[src/rtl/logic_serial_ctrl_if.sv]
// Request/response channel between the issue stage (master) and the
// bit-serial logic controller (slave).
interface logic_serial_ctrl_if #(
  parameter int unsigned WIDTH = 8
);
  logic             req_valid;
  logic             req_ready;
  logic [2:0]       req_op;
  logic [WIDTH-1:0] req_a;
  logic [WIDTH-1:0] req_b;
  logic             rsp_valid;
  logic             rsp_ready;
  logic [WIDTH-1:0] rsp_data;
  logic             rsp_err;

  modport master (
    output req_valid, req_op, req_a, req_b, rsp_ready,
    input  req_ready, rsp_valid, rsp_data, rsp_err
  );

  modport slave (
    input  req_valid, req_op, req_a, req_b, rsp_ready,
    output req_ready, rsp_valid, rsp_data, rsp_err
  );
endinterface

[src/rtl/logic_serial_ctrl.sv]
// Bit-serial logic controller: accepts a WIDTH-bit (op, A, B) request,
// streams the operands LSB-first through an external combinational 1-bit
// logic slice and returns the reassembled result word.
module logic_serial_ctrl #(
  parameter int unsigned WIDTH = 8
) (
  input  logic                 clk,
  input  logic                 rst_n,
  logic_serial_ctrl_if.slave   bus,
  output logic                 lu_a,
  output logic                 lu_b,
  output logic                 lu_opsel0,
  output logic                 lu_opsel1,
  output logic                 lu_opsel2,
  input  logic                 lu_out
);

  localparam int unsigned CW = $clog2(WIDTH);

  typedef enum logic [1:0] {
    S_IDLE,
    S_ISSUE,
    S_DONE
  } state_t;

  state_t           r_state;
  state_t           w_next;
  logic [CW-1:0]    r_cnt;
  logic [WIDTH-1:0] r_a_sh;
  logic [WIDTH-1:0] r_b_sh;
  logic [WIDTH-1:0] r_res;
  logic             r_rsp_valid;
  logic             r_rsp_err;
  logic             r_lu_a;
  logic             r_lu_b;
  logic [2:0]       r_lu_op;

  logic             w_accept;
  logic             w_rsvd;
  logic             w_last;

  assign w_accept = bus.req_valid && (r_state == S_IDLE);
  assign w_rsvd   = bus.req_op[2];
  assign w_last   = (r_state == S_ISSUE) && (r_cnt == CW'(WIDTH - 1));

  assign bus.req_ready = (r_state == S_IDLE);
  assign bus.rsp_valid = r_rsp_valid;
  assign bus.rsp_data  = r_res;
  assign bus.rsp_err   = r_rsp_err;

  assign lu_a      = r_lu_a;
  assign lu_b      = r_lu_b;
  assign lu_opsel0 = r_lu_op[0];
  assign lu_opsel1 = r_lu_op[1];
  assign lu_opsel2 = r_lu_op[2];

  // State register.
  always_ff @(posedge clk or negedge rst_n) begin
    if (!rst_n) r_state <= S_IDLE;
    else        r_state <= w_next;
  end

  // Next-state decode.
  always_comb begin
    w_next = r_state;
    unique case (r_state)
      S_IDLE:  if (w_accept) w_next = w_rsvd ? S_DONE : S_ISSUE;
      S_ISSUE: if (w_last) w_next = S_DONE;
      S_DONE:  if (bus.rsp_ready) w_next = S_IDLE;
      default: w_next = S_IDLE;
    endcase
  end

  // Operand shifting, result assembly, response and slice-drive registers.
  // The slice-drive registers are preloaded with the next operand bit
  // (A_sh[1]) so that during each ISSUE cycle they equal the current A_sh[0].
  always_ff @(posedge clk or negedge rst_n) begin
    if (!rst_n) begin
      r_cnt       <= '0;
      r_a_sh      <= '0;
      r_b_sh      <= '0;
      r_res       <= '0;
      r_rsp_valid <= 1'b0;
      r_rsp_err   <= 1'b0;
      r_lu_a      <= 1'b0;
      r_lu_b      <= 1'b0;
      r_lu_op     <= '0;
    end else begin
      unique case (r_state)
        S_IDLE: begin
          if (w_accept) begin
            r_a_sh <= bus.req_a;
            r_b_sh <= bus.req_b;
            r_cnt  <= '0;
            if (w_rsvd) begin
              r_res       <= '0;
              r_rsp_err   <= 1'b1;
              r_rsp_valid <= 1'b1;
            end else begin
              r_rsp_err <= 1'b0;
              r_lu_a    <= bus.req_a[0];
              r_lu_b    <= bus.req_b[0];
              r_lu_op   <= bus.req_op;
            end
          end
        end
        S_ISSUE: begin
          r_res  <= {lu_out, r_res[WIDTH-1:1]};
          r_a_sh <= r_a_sh >> 1;
          r_b_sh <= r_b_sh >> 1;
          if (w_last) begin
            r_cnt       <= '0;
            r_lu_a      <= 1'b0;
            r_lu_b      <= 1'b0;
            r_lu_op     <= '0;
            r_rsp_valid <= 1'b1;
          end else begin
            r_cnt  <= r_cnt + CW'(1);
            r_lu_a <= r_a_sh[1];
            r_lu_b <= r_b_sh[1];
          end
        end
        S_DONE: begin
          if (bus.rsp_ready) begin
            r_rsp_valid <= 1'b0;
            r_rsp_err   <= 1'b0;
          end
        end
        default: ;
      endcase
    end
  end

endmodule

[src/flat_wrapper.sv]
// flat-port wrapper written by rule: the top's interface ports become plain ports
module logic_serial_ctrl_flat 
#(
  parameter int unsigned WIDTH = 8
)
  (clk, rst_n, lu_a, lu_b, lu_opsel0, lu_opsel1, lu_opsel2, lu_out, bus_req_valid, bus_req_op, bus_req_a, bus_req_b, bus_rsp_ready, bus_req_ready, bus_rsp_valid, bus_rsp_data, bus_rsp_err);
  logic_serial_ctrl_if #(.WIDTH(WIDTH)) bus_i ();
  input  logic clk;
  input  logic rst_n;
  output logic lu_a;
  output logic lu_b;
  output logic lu_opsel0;
  output logic lu_opsel1;
  output logic lu_opsel2;
  input  logic lu_out;
  input wire logic [$bits(bus_i.req_valid)-1:0] bus_req_valid;
  input wire logic [$bits(bus_i.req_op)-1:0] bus_req_op;
  input wire logic [$bits(bus_i.req_a)-1:0] bus_req_a;
  input wire logic [$bits(bus_i.req_b)-1:0] bus_req_b;
  input wire logic [$bits(bus_i.rsp_ready)-1:0] bus_rsp_ready;
  output wire logic [$bits(bus_i.req_ready)-1:0] bus_req_ready;
  output wire logic [$bits(bus_i.rsp_valid)-1:0] bus_rsp_valid;
  output wire logic [$bits(bus_i.rsp_data)-1:0] bus_rsp_data;
  output wire logic [$bits(bus_i.rsp_err)-1:0] bus_rsp_err;
  assign bus_i.req_valid = bus_req_valid;
  assign bus_i.req_op = bus_req_op;
  assign bus_i.req_a = bus_req_a;
  assign bus_i.req_b = bus_req_b;
  assign bus_i.rsp_ready = bus_rsp_ready;
  assign bus_req_ready = bus_i.req_ready;
  assign bus_rsp_valid = bus_i.rsp_valid;
  assign bus_rsp_data = bus_i.rsp_data;
  assign bus_rsp_err = bus_i.rsp_err;
  logic_serial_ctrl #(.WIDTH(WIDTH)) u_core (.clk(clk), .rst_n(rst_n), .bus(bus_i), .lu_a(lu_a), .lu_b(lu_b), .lu_opsel0(lu_opsel0), .lu_opsel1(lu_opsel1), .lu_opsel2(lu_opsel2), .lu_out(lu_out));
endmodule
[config.mk]
export PLATFORM = sky130hd
export DESIGN_NAME = logic_serial_ctrl_flat
export DESIGN_NICKNAME = d
export VERILOG_FILES = /design/src/rtl/logic_serial_ctrl_if.sv /design/src/rtl/logic_serial_ctrl.sv /design/src/flat_wrapper.sv
export SDC_FILE = /design/constraint.sdc
export NUM_CORES = 1
export LEC_CHECK = 0
export ABC_AREA = 1
export BUFFER_PORTS_ARGS = -buffer_cell sky130_fd_sc_hd__buf_2
export CORE_MARGIN = 2
export CORE_UTILIZATION = 40
export DETAILED_ROUTE_END_ITERATION = 10
export HOLD_SLACK_MARGIN = 0.08
export SLEW_MARGIN = 20
export SYNTH_ARGS = -nofsm -noshare
export SYNTH_HDL_FRONTEND = slang
export SYNTH_SLANG_ARGS = --single-unit
[constraint.sdc]
create_clock -name clk -period 1.9 [get_ports clk]
set_clock_uncertainty 0.05 [all_clocks]
set_input_delay 0.19 -clock clk [delete_from_list [all_inputs] [get_ports clk]]
set_output_delay 0.19 -clock clk [all_outputs]
set_load 0.01 [all_outputs]
==> metrics, run 1 <==
# fillers=345; fin crit period=1495 ps; Core Util, Final=0.5667; CTS Hold Buffers Added=17; Area after DPL=1685 um2; P per Cell Area=1399 nW/um2; Slew @ Worst Pin=723.3 ps; P&R area growth vs syn=32.45%; combinational family with the most area after synthesis=compound AO/OA/AOI/OAI gates; post-CTS resize count=0; first-pass GRT wire length=5644 um; via count=1312; Worst Path Arrival=1720 ps; Syn Inst Count=164; post-CTS setup buffer count=0; layout net count=248; Achievable Freq=0.6689 GHz; vias in the first global route=1321; WL final=3219 um; initial antenna violation count=0; drt first pass iters=4; WS Path Type=reg -> reg; yosys warns=0; Clock Sinks=33; mux share of post-synthesis cell area=0; Post-Synth Adder-Cell Area=0.01712; WL/cell=11.97 um; slew margin rel.=0.5178; maximum number of pins on one net before global-route repair=34; Area contributors post-synth=dfrtp_1, nand2_1, o21ai_0; Critical R2R Launch=u_core.r_cnt[0]; synthesized area=1461 um2; Die ar.=4153 um2; Synth Net Count=190; setup TNS=0 ps; Critical Path RT=2130 ps; worst hold path startpoint=bus_req_a[6]; xor and xnor area share after synthesis=0; initial core utilization=0.4278; CP Launch Type=flop; Yosys top cell by area=dfrtp_1; sequential area share after synthesis=0.5651; Mapped Avg Cell Area=8.911 um2; count of final hold-check violations=0; via density per instance=4.877; ys flop type=dfrtp_1; design area=1936 um2; crit-path max FO=6; fraction of layout cells with a size suffix above 1=0.2466; P_leak=0.9984 nW; Post-synth EDFFs=0; DRC Markers=0; TritonCTS Buffers=5; # rows=21; CTS clock-pin slew for the worst setup and hold paths=100 ps; Yosys cell types=25; CTS root buf=clkbuf_4; DRT iter0 DRCs=58; register bit total from synthesis=33; Die Y=64.45 um; status=completed; RSZ-0062 raised after global routing=false; Crit. Startpoint=u_core.r_cnt[0]; htree depth=2; Synth Area in Simple Gates=0.1721; Post-synth ARST share=1.000; Synth Area in Compound Gates=0.1729; top-area cell type share of the netlist area=0.5651; commonest cells in the netlist=dfrtp_1, nand2_1, o21ai_0, inv_1, nor2_1; # Max-Cap Violations=0; TritonCTS clock tree=built; post-route clock period utilization=0.7869; Post-DP HPWL=2256 um; IO Port Bufs=38; routability cong.=0.7539; setup violators final=0; Horiz. Die Dim=64.45 um; GRT Overall Usage=0.1801; grt total ovfl=0; crit end category=flop; core area=3416 um2; Min-Delay Path Class=in -> reg; VDD IR max=0.6833 mV; Antenna Violating Nets Remaining=0; fin. max-slew vios=0; num ports=40; largest buffer count on any clock path=2; ANT cells=0; Clk Latency, worst-skew pair=340 ps
==> kinds of logic (layout without fill, tap and decap cells) <==
family	count (synthesis)	after routing
AOI/OAI and AO/OA	45	45
and+or+nand+nor	59	59
other	1	1
DFF	33	33
adders and majority gates	2	2
buffers and inverters	24	83
==> area by class of cell <==
type,count,area [um2],area share
clock buffers,7,65.06,0.03361
multi-input cells,107,533.0,0.2754
repair buffers,58,385.4,0.1991
inverters,17,63.81,0.03297
flip-flops and latches,33,825.8,0.4266
clock inverters,1,5.005,0.002586
well taps,46,57.56,0.02973
==> placed cells by master (no fill, tap or decap), types with 5 or more instances in the layout <==
cell / instances
o21ai_1: 8
inv_1: 15
o22ai_1: 8
clkbuf_4: 5
nand3_1: 7
buf_2: 38
nor2_1: 13
nand2_1: 33
o21ai_0: 23
dlygate4sd3_1: 18
dfrtp_1: 33
==> per-stage QoR <==
step                      instances  power [mW]  hold WS, ps  setup slack [ps]
after CTS                       268       2.744        80.41             398.7
after detailed placement        243       2.264        243.0             415.5
after global placement          243       2.221        236.4             427.6
final                           269       2.708        82.63             405.0
after floorplan                 164       1.909       -155.6             583.7
after global routing            269       2.988        94.02             242.8
==> registers in the layout, indices dropped and copies added (netlist names) <==
register,flops
u_core.bus.rsp_data,8
u_core.bus.rsp_err,1
u_core.bus.rsp_valid,1
u_core.lu_a,1
u_core.lu_b,1
u_core.r_a_sh,7
u_core.r_b_sh,7
u_core.r_cnt,3
u_core.r_lu_op,2
u_core.r_state,2
==> power breakdown <==
group | internal (mW) | leakage [nW] | switching [mW]
clock network | 0.214 | 0.0413 | 0.234
registers | 0.995 | 0.422 | 0.167
logic | 0.416 | 0.535 | 0.681
total | 1.63 | 0.998 | 1.08
==> worst paths after layout <==
check                      slack [ps]  cells past startpoint                endpoint
setup reg to reg                  400                      6       u_core.r_lu_op[0]
setup / recovery                  400                      6       u_core.r_lu_op[0]
hold reg to reg                   430                      2        u_core.r_a_sh[7]
min in group asynchronous         390                      2  u_core.bus.rsp_data[3]
max in group asynchronous         950                      2  u_core.bus.rsp_data[5]
hold / removal                     80                      3        u_core.r_a_sh[6]
==> metal layers <==
metal  routed length [um]  part of all wire  GRT usage
met2                 1594              0.50     0.3034
met3                  172             0.053    0.06771
met4                   51             0.016    0.06383
met5                    0                 0          0
met1                 1401              0.44     0.2107
==> worst max-delay path, cell delays in order, from the launching register on <==
cell	delay (ps)
dfrtp_1	410
ha_1	200
ha_1	170
nand3b_1	260
inv_1	180
o21ai_0	100
nand2_1	70
(Power assumes the default switching activity.)
==> run 2: changes to the inputs <==
--- a/config.mk
+++ b/config.mk
@@ -5,7 +5,7 @@
 export SDC_FILE = /design/constraint.sdc
 export NUM_CORES = 1
 export LEC_CHECK = 0
-export ABC_AREA = 1
+export ABC_AREA = 0
 export BUFFER_PORTS_ARGS = -buffer_cell sky130_fd_sc_hd__buf_2
 export CORE_MARGIN = 2
 export CORE_UTILIZATION = 40
==> constraint.sdc (replaced) <==
create_clock -name clk -period 1.5 [get_ports clk]
set_clock_uncertainty 0.05 [all_clocks]
set_input_delay 0.15 -clock clk [delete_from_list [all_inputs] [get_ports clk]]
set_output_delay 0.15 -clock clk [all_outputs]
set_load 0.01 [all_outputs]
==> metrics, run 2 <==
overall power=3.562 mW; Post-Synth Adder-Cell Area=0.01711; first-pass GRT wire length=5485 um; Post-Layout Cell Count=240; Crit. Startpoint=u_core.r_cnt[0]; via count=1233; register bit total from synthesis=33; post-route clock period utilization=0.9807; Critical R2R Launch=u_core.r_cnt[0]; R2R cell count=5; setup TNS=0 ps; routability cong.=0.7817; Synth Net Count=159; WL/cell=13.64 um; sequential area share after synthesis=0.5646; P_leak=0.9542 nW; Min-Delay Path Class=in -> reg; WL final=3273 um; crit end category=flop; Syn Inst Count=133; fin crit period=1471 ps; Horiz. Die Dim=64.47 um; design area=1963 um2; core area=3416 um2; Die Y=64.47 um; mux share of post-synthesis cell area=0.02224; commonest non-fill, non-tap cell in the layout=buf_2; status=completed; Post-DP HPWL=2214 um; setup violators final=0; Largest register FFs=8; reg2reg end=u_core.lu_a; yosys warns=0; CTS clock-pin slew for the worst setup and hold paths=100 ps; Worst Path Arrival=1640 ps; TritonCTS clock tree=built; Yosys top cell by area=dfrtp_1; commonest cells after routing, fill and taps aside=buf_2, dfrtp_1, a22oi_1, o21ai_0; DRT iter0 DRCs=105; # Max-Cap Violations=0; Mapped Avg Cell Area=11.00 um2; GRT Overall Usage=0.1745; Clk Latency, worst-skew pair=330 ps; Post-synth EDFFs=0; Antenna Violating Nets Remaining=0; grt total ovfl=0; WS Path Type=reg -> reg; count of final hold-check violations=0; Achievable Freq=0.6798 GHz; P per Cell Area=1815 nW/um2; # fillers=316; Worst R2R Setup Slack=30 ps; Synth Area in Compound Gates=0.2601; layout net count=219; largest buffer count on any clock path=2; combinational family with the most area after synthesis=compound AO/OA/AOI/OAI gates; xor and xnor area share after synthesis=0; num ports=40; ys flop type=dfrtp_1; P&R area growth vs syn=34.22%; Core Util, Final=0.5747; ANT cells=0; # rows=21; fraction of layout cells with a size suffix above 1=0.3196; synthesized area=1463 um2; Die ar.=4156 um2; most numerous cell in the Yosys netlist=dfrtp_1; VDD IR max=0.7409 mV; Post-synth ARST share=1.000; Worst Setup EP=u_core.lu_a; via density per instance=5.138; DRC Markers=0; Area after DPL=1769 um2; crit-path max FO=3; commonest cells in the netlist=dfrtp_1, a22oi_1, o21ai_0, a22o_1, nand2_1; initial core utilization=0.4282; vias in the first global route=1122; initial antenna violation count=0; IO Port Bufs=38; top-area cell type share of the netlist area=0.5646; CTS root buf=clkbuf_4; TritonCTS Buffers=5; htree depth=2; dpl cells=218; Synth Area in Simple Gates=0.09239; CP Launch Type=flop; maximum number of pins on one net before global-route repair=34; Yosys cell types=28; Clock Sinks=33; Area contributors post-synth=dfrtp_1, a22o_1, a22oi_1; Critical Path RT=1660 ps; fin. max-slew vios=0; drt first pass iters=4
[run 2: changes by cell type in the layout (fill, tap and decap cells not counted), moves of 5 or more]
cell           previous run  this run
nor2b_1                   0         5
o22ai_1                   8         1
o21ai_0                  23        14
dlygate4sd3_1            18        13
nand3_1                   7         0
o21ai_1                   8         0
inv_1                    15         3
a22oi_1                   0        14
nand2_1                  33        13
a22o_1                    2        13
buf_4                     2        10
nor2_1                   13         4
[run 2: routing by layer]
layer | up-vias | GRT usage | wire length, um
met2 | 35 | 0.2682 | 1555
met1 | 589 | 0.2346 | 1496
met4 | 0 | 0.05585 | 44
met5 | - | 0 | 0
li1 | 603 | - | -
met3 | 6 | 0.05729 | 176
[run 2: cells by family (layout without fill, tap and decap cells)]
| logic type | count (synthesis) | after routing |
|---|---|---|
| AO/OA/AOI/OAI | 54 | 54 |
| flip-flops | 33 | 33 |
| AND/OR/NAND/NOR | 27 | 27 |
| buffers and inverters | 13 | 74 |
| multiplexers | 3 | 3 |
| adder cells (fa/ha/maj) | 2 | 2 |
| other | 1 | 1 |
[run 2: worst max-delay path, stage by stage (launching register included)]
cell and delay, ps:
dfrtp_1 370, ha_1 160, ha_2 190, nor2b_1 50, mux2_1 290, mux2_2 260
[run 2: timing repair]
item | in CTS | in global routing
hold buffers | 13 | 0
resized for setup | 0 | 2
endpoints found under the hold margin | 45 | 0
setup buffers | 0 | 1
endpoints found under the setup margin | 0 | 1
[run 2: layout make-up]
cell class,count,area [um2],area share
sequential,33,825.8,0.4207
multi-input combinational,87,581.8,0.2964
timing repair buffer,63,435.4,0.2218
tap,46,57.56,0.02932
clock buffer,6,41.29,0.02103
inverter,3,11.26,0.005736
clock inverter,2,10.01,0.005099
[run 2: power breakdown]
group	switching, mW	internal [mW]	total, mW
Sequential	0.236	1.27	1.50
Combinational	0.791	0.805	1.60
Clock	0.286	0.178	0.464
[run 2: how the worst min path moves through the flow]
stage	cells after the start	slack (ps)	startpoint	to
after floorplan	0	-200	rst_n	u_core.bus.rsp_data[0]
after global placement	2	150	rst_n	u_core.r_lu_op[1]
after detailed placement	2	150	rst_n	u_core.r_lu_op[0]
after CTS	3	90	bus_req_a[2]	u_core.r_a_sh[2]
after global routing	3	110	bus_req_a[5]	u_core.r_a_sh[5]
final	3	80	bus_req_b[5]	u_core.r_b_sh[5]
[run 2: per-stage QoR]
stage,hold WS (ps),setup WS (ps)
after CTS,85.87,18.21
after global placement,148.7,72.77
after global routing,107.0,-41.16
after detailed placement,147.7,41.75
final,83.61,28.94
after floorplan,-195.6,63.99
